File: config.mk
export PLATFORM = sky130hd
export DESIGN_NAME = register_file_32x32
export DESIGN_NICKNAME = d
export VERILOG_FILES = /design/src/rtl/register_file_32x32.sv
export SDC_FILE = /design/constraint.sdc
export NUM_CORES = 2
export LEC_CHECK = 0
export CORE_MARGIN = 8
export CORE_UTILIZATION = 24
export CTS_BUF_LIST = sky130_fd_sc_hd__clkbuf_16
export CTS_CLUSTER_SIZE = 25
export DETAILED_ROUTE_END_ITERATION = 8
export SYNTH_ARGS = -nofsm -noshare
export SYNTH_HDL_FRONTEND = slang
export SYNTH_SLANG_ARGS = --single-unit
File: constraint.sdc
create_clock -name clock -period 2.7 [get_ports clock]
set_clock_uncertainty 0.1 [all_clocks]
set_input_delay 0.27 -clock clock [delete_from_list [all_inputs] [get_ports clock]]
set_output_delay 0.27 -clock clock [all_outputs]
set_load 0.1 [all_outputs]
File: src/rtl/register_file_32x32.sv
// MIPS general-purpose register file: 2**ADDR_WIDTH x DATA_WIDTH, two async read
// ports, one sync write port, $0 hardwired to zero, optional write-through bypass.

module register_file_32x32_entry #(
  parameter int DATA_WIDTH = 32
) (
  input  logic                  clock,
  input  logic                  reset,
  input  logic                  we,
  input  logic [DATA_WIDTH-1:0] wdata,
  output logic [DATA_WIDTH-1:0] q
);

  // Reset outranks the write enable so a write in the reset cycle is dropped.
  always_ff @(posedge clock) begin
    if (!reset)  q <= '0;
    else if (we) q <= wdata;
  end

endmodule

module register_file_32x32 #(
  parameter int DATA_WIDTH = 32,
  parameter int ADDR_WIDTH = 5,
  parameter bit BYPASS     = 1'b0
) (
  input  logic                  clock,
  input  logic                  reset,
  input  logic [ADDR_WIDTH-1:0] read_reg_1,
  input  logic [ADDR_WIDTH-1:0] read_reg_2,
  input  logic [ADDR_WIDTH-1:0] write_reg,
  input  logic [DATA_WIDTH-1:0] write_data,
  input  logic                  reg_write,
  output logic [DATA_WIDTH-1:0] read_data_1,
  output logic [DATA_WIDTH-1:0] read_data_2
);

  localparam int DEPTH = 1 << ADDR_WIDTH;

  logic [DEPTH-1:0][DATA_WIDTH-1:0] regs;
  logic [DEPTH-1:0]                 we_vec;
  logic                             wr_live;
  logic                             hit_1, hit_2;

  assign wr_live = reg_write && (write_reg != '0);

  // Entry 0 has no storage; it is a constant so the read mux never sees X.
  assign regs[0]   = '0;
  assign we_vec[0] = 1'b0;

  genvar gi;
  generate
    for (gi = 1; gi < DEPTH; gi++) begin : g_ent
      assign we_vec[gi] = wr_live && (write_reg == ADDR_WIDTH'(gi));

      register_file_32x32_entry #(
        .DATA_WIDTH (DATA_WIDTH)
      ) u_ent (
        .clock (clock),
        .reset (reset),
        .we    (we_vec[gi]),
        .wdata (write_data),
        .q     (regs[gi])
      );
    end
  endgenerate

  // Write-through only for a live write outside reset; wr_live already excludes $0.
  assign hit_1 = BYPASS && reset && wr_live && (read_reg_1 == write_reg);
  assign hit_2 = BYPASS && reset && wr_live && (read_reg_2 == write_reg);

  always_comb begin
    read_data_1 = regs[read_reg_1];
    if (read_reg_1 == '0) read_data_1 = '0;
    else if (hit_1)       read_data_1 = write_data;
  end

  always_comb begin
    read_data_2 = regs[read_reg_2];
    if (read_reg_2 == '0) read_data_2 = '0;
    else if (hit_2)       read_data_2 = write_data;
  end

endmodule

==> impl_summary.log <==
[metrics] outcome: complete, but fails checks
[metrics] final worst path period share: 1.14
[metrics] worst reg-to-reg setup slack: 1830 ps
[metrics] share of the yosys chip area belonging to registers: 0.375
[metrics] required time worst endpoint: 2330 ps
[metrics] number of fillers in the final layout: 22263
[metrics] start of the worst register-to-register path: g_ent[2].u_ent.q[29]$_SDFFE_PN0P_
[metrics] arrival time at the worst endpoint: 2710 ps
[metrics] Power Total: 34.6 mW
[metrics] max-capacitance violation count: 0
[metrics] Pre-antenna DRT Iters: 8
[metrics] post-route setup slack: -378 ps
[metrics] Final Wtd Congestion: 0.923
[metrics] Synth async-reset ratio: 0
[metrics] number of flip-flops under the largest register name: 992
[metrics] startpoint type of the worst setup path: flip-flop
[metrics] sink of the worst hold path: g_ent[4].u_ent.q[27]$_SDFFE_PN0P_
[metrics] DP Area: 62300 µm²
[metrics] Synth Register Bits: 992
[metrics] library cells used by synthesis: 54
[metrics] vias in the first global route: 47554
[metrics] global-route wire length before repair: 328000 µm
[metrics] setup repair after global routing missed its margin: yes
[metrics] # nets final: 5996
[metrics] CP endpoint kind: output pin
[metrics] setup violators final: 58
[metrics] clock latency at the later pin of the worst-skew pair: 740 ps
[metrics] highest clock frequency the design can meet: 325 MHz
[metrics] count of flip-flops with a built-in enable after synthesis: 0
[metrics] maximum root-to-sink buffer count: 3
[metrics] CTS tree: done
[metrics] crit path max fanout: 2
[metrics] via density per instance: 5.35
[metrics] CP peak stage delay: 560 ps
[metrics] number of I/O port buffers: 113
[metrics] post-detailed-route DRC marker count: 0
[metrics] overall routing resource usage: 0.184
[metrics] Total Negative Setup Slacks: -10190 ps
[metrics] area occupied by registers: 20100 µm²
[metrics] total half-perimeter wirelength after legalization and detailed placement: 147000 µm
[metrics] CORE AREA: 220000 µm²
[metrics] starting utilization of the core area: 0.241
[metrics] chip height: 486 µm
[metrics] Worst IR Drop VDD: 490 µV
[metrics] Hold/Removal Path Class: in -> reg
[metrics] cts bufs inserted: 112
[metrics] main flop type after synthesis: dfxtp_1
[metrics] remaining antenna violation count after routing: 0
[metrics] multi-input logic area: 32300 µm²
[metrics] largest net degree at the start of global routing: 136
[metrics] library cell occupying the most area in the post-synthesis netlist: dfxtp_1
[metrics] most flop-heavy register: g_ent.u_ent.q
[metrics] Warnings, synthesis: 0
[metrics] Critical Path Most Common Cell: mux4_2
[metrics] fraction of final layout cells with drive strength greater than 1: 0.270
[metrics] share of the synthesized area in the top cell type: 0.375
[metrics] biggest regs: g_ent.u_ent.q: 992 flops
[metrics] headroom to the max-slew limit: 0.481
[metrics] slowest cell on the critical path: mux4_2
[metrics] most frequent cells after synthesis: 2060 x nand2_1, 992 x dfxtp_1, 846 x a21boi_0, 428 x clkbuf_1, 409 x mux4_2
[metrics] CTS H-Tree Depth: 3
[metrics] Min-Delay Path Depth: 4
[metrics] category of the critical setup timing path: reg -> out
[metrics] count of placed standard cells in the final layout, fillers left out: 9006
[metrics] number of buffer and inverter stages on the critical path: 1
[metrics] post-layout utilization of the core: 0.306
[metrics] number of instances in the synthesized netlist: 5801
[metrics] number of slew-limit violations in the final report: 0
[metrics] biggest area contributors in the synthesized netlist: dfxtp_1 37%, mux4_2 17%, nand2_1 15%
[metrics] number of DRC markers in iteration 0: 5866
[metrics] die area: 236000 µm²
[metrics] power density over the cells: 515 nW/µm²
[metrics] number of endpoints with negative hold slack in the final report: 0
[metrics] number of ports placed on the die boundary: 114
[metrics] violated checks: setup timing
[metrics] Static Leakage: 22.1 nW
[metrics] wire length per cell after detailed routing: 25.2 µm
[metrics] DP Cell Count: 8772
[metrics] Synth Cell Area: 53000 µm²
[metrics] grt total ovfl: 0
[metrics] P&R area growth vs syn: 26.8%
[metrics] final design instance area without fill: 67200 µm²
[metrics] net count after synthesis: 5851
[metrics] worst r2r dst: g_ent[2].u_ent.q[29]$_SDFFE_PN0P_
[metrics] worst slew pin tran: 779 ps
[metrics] antenna violations before repair: 13
[metrics] buffer cell driving the clock tree root: clkbuf_16
[metrics] row count: 172
[metrics] Die Span X: 486 µm
[metrics] dominant cell by count in the synthesized netlist: nand2_1
[metrics] clock input transition at the sequential cells of the worst setup and hold paths: 60 ps
[metrics] sum of routed wire length over all layers: 227000 µm
[metrics] Worst Min Path Start: write_data[27]
[metrics] cell-by-cell listing of the critical path: mux4_2, mux4_2, a211o_4, buf_12
[metrics] total vias in the final route: 48182
[metrics] fin crit period: 3080 ps
[metrics] count of clock tree sinks: 992
[metrics] kind of cell adding the most delay to the critical path: multiplexers
[metrics] Worst R2R Path Depth: 2
[metrics] syn_area_per_cell: 9.14 µm²
[power breakdown]
group          leakage (nW)  switching [mW]  internal [mW]  total, mW
registers              8.08          0.0839           14.7       14.8
clock network          1.86            6.66           8.68       15.3
logic                  12.1            2.75           1.68       4.43
[through the flow]
stage               hold slack [ps]  worst slack (ps)
finish                          268              -378
global route                    272              -394
CTS                             232              -389
detailed placement              361              -487
global placement                347              -509
floorplan                       305              -414
[layer usage]
| layer | vias up | GRT usage | wire (µm) |
|---|---|---|---|
| met4 | 10 | 0.109 | 16200 |
| met2 | 2940 | 0.286 | 100000 |
| met5 | - | 0 | 48 |
| met1 | 23723 | 0.231 | 85900 |
| li1 | 20671 | - | - |
| met3 | 838 | 0.0450 | 24300 |
[timing repair]
| item | 4_1_cts | 5_1_grt |
|---|---|---|
| endpoints found under the hold margin | 57 | 0 |
| setup endpoints to repair | 64 | 64 |
| resized for setup | 262 | 86 |
| hold buffers | 1 | 0 |
| cloned | 1 | 0 |
| buffers inserted | 25 | 9 |
| pin swaps | 49 | 27 |
[worst reg2reg max path: cells and delay by family (launching register included)]
family,cells,cell delay (ps)
compound gates,1,220
flops,1,390
simple gates,1,70
[final cells by class]
cell class              count  area share
diodes                      4    0.000149
clock buffers             114      0.0424
clock inverters            98      0.0114
inverters                   6    0.000409
multi-input cells        4203       0.481
flip-flops and latches    992       0.298
well taps                2958      0.0550
repair buffers            631       0.111
[worst max path at each step]
stage / from / end / slack (ps) / cells past startpoint
6_report: g_ent[27].u_ent.q[22]$_SDFFE_PN0P_ / read_data_2[22] / -380 / 4
5_1_grt: g_ent[27].u_ent.q[22]$_SDFFE_PN0P_ / read_data_2[22] / -390 / 4
4_1_cts: g_ent[23].u_ent.q[22]$_SDFFE_PN0P_ / read_data_2[22] / -390 / 4
3_5_place_dp: read_reg_2[1] / read_data_2[29] / -490 / 9
3_3_place_gp: read_reg_2[1] / read_data_2[29] / -510 / 9
2_1_floorplan: read_reg_2[1] / read_data_2[30] / -410 / 7
[cells in the final DEF, fill, tap and decap left out, types with 114 or more instances in the layout]
| master | instances |
|---|---|
| buf_4 | 371 |
| a21boi_1 | 147 |
| clkbuf_16 | 114 |
| mux4_2 | 410 |
| mux2i_1 | 145 |
| dfxtp_1 | 826 |
| dfxtp_2 | 166 |
| a21boi_0 | 846 |
| nand2_1 | 2013 |
| buf_12 | 198 |
[cell families after synthesis]
| kind of cell | count (synthesis) | share of synthesized area |
|---|---|---|
| mux | 661 | 0.224 |
| simple gates | 2241 | 0.164 |
| compound gates | 1301 | 0.187 |
| buf+inv | 606 | 0.0496 |
| flops | 992 | 0.375 |
No activity file was read; power rests on OpenSTA's default activity.
